===== config.mk =====
export PLATFORM = sky130hd
export DESIGN_NAME = video_timing_gen
export DESIGN_NICKNAME = d
export VERILOG_FILES = /design/src/rtl/video_timing_gen.sv
export SDC_FILE = /design/constraint.sdc
export NUM_CORES = 1
export LEC_CHECK = 0
export CORE_MARGIN = 2
export CORE_UTILIZATION = 40
export DETAILED_ROUTE_END_ITERATION = 7
export PLACE_DENSITY_LB_ADDON = 0.2
export SYNTH_ARGS = -nofsm -noshare
export SYNTH_HDL_FRONTEND = slang
export SYNTH_SLANG_ARGS = --single-unit

===== constraint.sdc =====
create_clock -name pixel_clk -period 9.3 [get_ports pixel_clk]
set_clock_uncertainty 0.05 [all_clocks]
set_input_delay 1.86 -clock pixel_clk [delete_from_list [all_inputs] [get_ports pixel_clk]]
set_output_delay 1.86 -clock pixel_clk [all_outputs]
set_load 0.02 [all_outputs]

===== src/rtl/video_timing_gen.sv =====
`default_nettype none
// ============================================================================
//  Module      : video_timing_gen
//  Description : Raster timing source. Produces signed hpos/vpos coordinates
//                (blanking is the negative range), hsync/vsync, data-enable,
//                line/frame strobes and a free-running frame counter. All
//                outputs are registered and mutually aligned.
//  Revision    : 1.0  initial release
// ============================================================================
module video_timing_gen #(
  parameter int   HRES   = 1280,
  parameter int   VRES   = 720,
  parameter int   H_FP   = 110,
  parameter int   H_SYNC = 40,
  parameter int   H_BP   = 220,
  parameter int   V_FP   = 5,
  parameter int   V_SYNC = 5,
  parameter int   V_BP   = 20,
  parameter logic HS_POL = 1'b1,
  parameter logic VS_POL = 1'b1
) (
  input  logic               pixel_clk,
  input  logic               rst,
  output logic signed [11:0] hpos,
  output logic signed [11:0] vpos,
  output logic               hsync,
  output logic               vsync,
  output logic               de,
  output logic               fsync,
  output logic               lsync,
  output logic [15:0]        frame_cnt
);

  // --------------------------------------------------------------------------
  // Derived timing constants. The blanking interval occupies the negative
  // coordinates, ordered front porch, sync, back porch, then active video.
  // --------------------------------------------------------------------------
  localparam int C_H_BLANK = H_FP + H_SYNC + H_BP;
  localparam int C_V_BLANK = V_FP + V_SYNC + V_BP;

  localparam logic signed [11:0] C_H_START   = 12'(-C_H_BLANK);
  localparam logic signed [11:0] C_V_START   = 12'(-C_V_BLANK);
  localparam logic signed [11:0] C_H_LAST    = 12'(HRES - 1);
  localparam logic signed [11:0] C_V_LAST    = 12'(VRES - 1);
  localparam logic signed [11:0] C_HS_FIRST  = 12'(-C_H_BLANK + H_FP);
  localparam logic signed [11:0] C_HS_LAST   = 12'(-C_H_BLANK + H_FP + H_SYNC - 1);
  localparam logic signed [11:0] C_VS_FIRST  = 12'(-C_V_BLANK + V_FP);
  localparam logic signed [11:0] C_VS_LAST   = 12'(-C_V_BLANK + V_FP + V_SYNC - 1);
  localparam logic signed [11:0] C_ONE       = 12'sd1;
  localparam logic signed [11:0] C_ZERO      = 12'sd0;

  // --------------------------------------------------------------------------
  // Elaboration-time range checks: both coordinate ranges must fit a 12-bit
  // signed value, otherwise the wrap points would alias.
  // --------------------------------------------------------------------------
  generate
    if ((HRES - 1) > 2047 || HRES < 1) begin : g_bad_hres
      $error("video_timing_gen: HRES out of 12-bit signed range");
    end
    if (C_H_BLANK > 2048 || C_H_BLANK < 1) begin : g_bad_hblank
      $error("video_timing_gen: horizontal blanking out of 12-bit signed range");
    end
    if ((VRES - 1) > 2047 || VRES < 1) begin : g_bad_vres
      $error("video_timing_gen: VRES out of 12-bit signed range");
    end
    if (C_V_BLANK > 2048 || C_V_BLANK < 1) begin : g_bad_vblank
      $error("video_timing_gen: vertical blanking out of 12-bit signed range");
    end
  endgenerate

  // --------------------------------------------------------------------------
  // State registers and their next-state values
  // --------------------------------------------------------------------------
  logic signed [11:0] hpos_q,  hpos_d;
  logic signed [11:0] vpos_q,  vpos_d;
  logic               hsync_q, hsync_d;
  logic               vsync_q, vsync_d;
  logic               de_q,    de_d;
  logic               fsync_q, fsync_d;
  logic               lsync_q, lsync_d;
  logic [15:0]        frame_cnt_q, frame_cnt_d;

  logic               h_wrap;
  logic               hs_active;
  logic               vs_active;

  // Next-state coordinates: hpos steps every cycle, vpos only on the line wrap.
  always_comb begin
    h_wrap = (hpos_q == C_H_LAST);
    hpos_d = h_wrap ? C_H_START : (hpos_q + C_ONE);
    vpos_d = vpos_q;
    if (h_wrap) begin
      vpos_d = (vpos_q == C_V_LAST) ? C_V_START : (vpos_q + C_ONE);
    end
  end

  // Decode syncs, enable and strobes from the next-state coordinates so the
  // registered versions line up with the registered hpos/vpos.
  always_comb begin
    hs_active   = (hpos_d >= C_HS_FIRST) && (hpos_d <= C_HS_LAST);
    vs_active   = (vpos_d >= C_VS_FIRST) && (vpos_d <= C_VS_LAST);
    hsync_d     = hs_active ? HS_POL : ~HS_POL;
    vsync_d     = vs_active ? VS_POL : ~VS_POL;
    de_d        = (hpos_d >= C_ZERO) && (vpos_d >= C_ZERO);
    lsync_d     = (hpos_d == C_H_START);
    fsync_d     = (hpos_d == C_H_START) && (vpos_d == C_V_START);
    frame_cnt_d = fsync_d ? (frame_cnt_q + 16'd1) : frame_cnt_q;
  end

  // Output registers; reset parks the raster at the first blanking pixel
  // without announcing a frame or line start.
  always_ff @(posedge pixel_clk) begin
    if (rst) begin
      hpos_q      <= C_H_START;
      vpos_q      <= C_V_START;
      hsync_q     <= ~HS_POL;
      vsync_q     <= ~VS_POL;
      de_q        <= 1'b0;
      fsync_q     <= 1'b0;
      lsync_q     <= 1'b0;
      frame_cnt_q <= 16'd0;
    end else begin
      hpos_q      <= hpos_d;
      vpos_q      <= vpos_d;
      hsync_q     <= hsync_d;
      vsync_q     <= vsync_d;
      de_q        <= de_d;
      fsync_q     <= fsync_d;
      lsync_q     <= lsync_d;
      frame_cnt_q <= frame_cnt_d;
    end
  end

  assign hpos      = hpos_q;
  assign vpos      = vpos_q;
  assign hsync     = hsync_q;
  assign vsync     = vsync_q;
  assign de        = de_q;
  assign fsync     = fsync_q;
  assign lsync     = lsync_q;
  assign frame_cnt = frame_cnt_q;

endmodule
`default_nettype wire

==> flow_metrics.tcl <==
set metrics [dict create \
    ys_types 44 \
    grt_pass1_wl_um 10600 \
    worstPathCellList "ha_1, and3_1, and3_1, nor2_1, a31oi_1, nand3_1, nor4b_1, mux2_2" \
    clock_sinks 45 \
    h-tree-depth 2 \
    slowest_delay_ps 720 \
    worst_slew_pin_slew_ps 969 \
    finalSetupViolations 0 \
    die_h_um 83.6 \
    ys_seq_area_frac 0.356 \
    pwr-share-seq 0.546 \
    p_clk_frac 0.348 \
    critPathMostFrequentCell "and3_1" \
    firstDrtPassIters 4 \
    crit_slowest_cell "and3_1" \
    syn_avg_cell_area_sq_um 7.96 \
    ant_nets 0 \
    antenna_found_initial 0 \
    syn-num-nets 323 \
    path_clk_slew_ps 90 \
    power_density_mw_per_mm2 120 \
    maxSlewViolCount 0 \
    mostFrequentLayoutCells "clkdlybuf4s50_1, dfxtp_1, nand2_1" \
    hp-class "reg -> reg" \
    synth_compound_area_frac 0.165 \
    p_leak_nw 1.03 \
    cts_tree "done" \
    coreArea_sq_mm 0.00603 \
    syn-cell-area_sq_mm 0.00253 \
    gp_congestion 0.848 \
    drtIter0Drc 156 \
    initial_core_util 0.420 \
    synth_xor_xnor_area_share 0.0554 \
    syn_inst 318 \
    timing.rr.end "frame_cnt[11]$_SDFFE_PP0P_" \
    io_buffers 46 \
    comb_power_share 0.105 \
    wl_um 6380 \
    r2r_start "hpos[0]$_SDFF_PP0_" \
    hold_path_end "frame_cnt[15]$_SDFFE_PP0P_" \
    numCtsBuffers 5 \
    grt.overflow.total 0 \
    rr_worst_depth 8 \
    ys_ff_latch 45 \
    synthAdderAreaFrac 0.0148 \
    critPathMaxFanout 30 \
    rsz0062_at_grt "no" \
    synth_top_family_by_area "simple AND/OR/NAND/NOR gates" \
    drv_cap 0 \
    setup-tns-final_ps 0 \
    synth-main-ff-cell "dfxtp_1" \
    grt_max_degree 35 \
    viasPerCell 5.97 \
    drc 0 \
    start_kind "flop" \
    p_sw_mw 0.0999 \
    internal_power_mw 0.273 \
    timing.reg2reg.setup_slack_ps 5480 \
    fin_crit_sh 0.411 \
    switching_share 0.268 \
    post_cts_buffers 0 \
    drive_above_1_share 0.0453 \
    synth_edf_count 0 \
    dr_total_vias 2556 \
    synthSimpleGateAreaFrac 0.349 \
    routedWlPerCell_um 14.9 \
    io_pins 47 \
    holdPathStages 2 \
    die-area_sq_mm 0.00698 \
    track_usage 0.179 \
    clkLatencyLatePin_ps 300 \
    hpwl_um 4330 \
    hold_violations 0 \
    async_reset_ff_frac 0 \
    mostFrequentLayoutCell "clkdlybuf4s50_1" \
    worstPathRequired_ps 9440 \
    rows 28 \
    endpoint_kind "flop" \
    holdBufCountCts 0 \
    run_status "completed" \
    cts-resized-gates 0 \
    synth.mux.area_fraction 0.0173 \
    fmaxAchievable_mhz 262 \
    cp-startpoint "hpos[0]$_SDFF_PP0_" \
    yosysWarnings 0 \
    cts.path.max_buffers 2 \
    clock-root-buffer "clkbuf_8" \
    fin_hold_ws_ps 441 \
    antennaDiodeCount 0 \
    cp.arrival_ps 3970 \
    path_class "reg -> reg" \
    grt_pass1_vias 2237 \
    min_from "frame_cnt[15]$_SDFFE_PP0P_" \
    relSlewSlack 0.352 \
    ir_drop_uv 58.6 \
    layout.nets 357 \
    area_growth_pct 22.8 \
    fp.dieW_um 83.6 \
    layout_min_cycle_time_ps 3820 \
]
-- synth_stat cells (all sizes together), types with 7 or more instances --
| cell type | count | area (sq um) |
|---|---|---|
| nor4b | 7 | 61.3 |
| or4 | 15 | 116 |
| a21oi | 24 | 120 |
| or3 | 8 | 50.1 |
| nand4 | 7 | 43.8 |
| nor3 | 11 | 55.1 |
| nand2 | 28 | 105 |
| o21ai | 10 | 50.1 |
| xnor2 | 8 | 70.1 |
| xor2 | 8 | 70.1 |
| nor2 | 21 | 78.8 |
| o31ai | 15 | 113 |
| dfxtp | 45 | 901 |
| clkbuf | 16 | 60.1 |
| and3 | 16 | 100 |
| nand3 | 25 | 125 |
-- per-layer routing --
| layer | global-route usage | wire [um] | up-vias |
|---|---|---|---|
| met4 | 0.0499 | 78 | 0 |
| met1 | 0.255 | 3070 | 1205 |
| met2 | 0.276 | 2890 | 82 |
| li1 | - | - | 1261 |
| met5 | 0 | 0 | - |
| met3 | 0.0356 | 337 | 8 |
-- state kept, by name, summed over array words and instances, names as in the netlist --
name / count
frame_cnt: 16
vpos: 12
lsync: 1
vsync: 1
hsync: 1
fsync: 1
hpos: 12
de: 1
-- layout make-up --
class                   instances  area (sq um)
clock buffers                   6          82.6
flip-flops and latches         45           901
repair buffers                 48           475
inverters                       5          18.8
fillers                       605          2920
multi-input cells             247          1520
clock inverters                 2          13.8
well taps                      75          93.8
-- power by group through the flow --
stage / clock network [mW] / registers, mW / logic [mW]
floorplan: 0 / 0.207 / 0.0269
global placement: 0 / 0.208 / 0.0391
detailed placement: 0 / 0.208 / 0.0389
CTS: 0.135 / 0.204 / 0.0393
global route: 0.141 / 0.205 / 0.0431
finish: 0.130 / 0.204 / 0.0393
-- kinds of logic (layout without fill, tap and decap cells) --
logic type / after synthesis / after routing
fa+ha+maj: 3 / 3
buf+inv: 26 / 61
mux: 4 / 4
simple gates: 158 / 158
flops: 45 / 45
compound gates: 66 / 66
xor+xnor: 16 / 16
-- critical path: cells and delay by family (launching register included) --
kind | cells | cell delay [ps]
AO/OA/AOI/OAI | 1 | 190
flip-flops | 1 | 440
adder cells (fa/ha/maj) | 1 | 320
multiplexers | 1 | 370
AND/OR/NAND/NOR | 5 | 2350
-- how the worst max path moves through the flow --
stage / slack (ps) / endpoint
CTS: 5560 / frame_cnt[11]$_SDFFE_PP0P_
finish: 5480 / frame_cnt[11]$_SDFFE_PP0P_
global placement: 5720 / frame_cnt[13]$_SDFFE_PP0P_
global route: 5150 / frame_cnt[11]$_SDFFE_PP0P_
floorplan: 5890 / frame_cnt[13]$_SDFFE_PP0P_
detailed placement: 5570 / frame_cnt[11]$_SDFFE_PP0P_
-- per-stage QoR --
step                instances  setup slack, ps  power (mW)  instance area [sq um]  utilization
global route              428             5150       0.389                   3110        0.516
floorplan                 318             5890       0.234                   2530            -
global placement          420             5720       0.247                   3010        0.500
detailed placement        420             5570       0.247                   3010        0.500
CTS                       428             5560       0.378                   3110        0.516
finish                    428             5480       0.373                   3110        0.516
No activity file was read; power rests on OpenSTA's default activity.
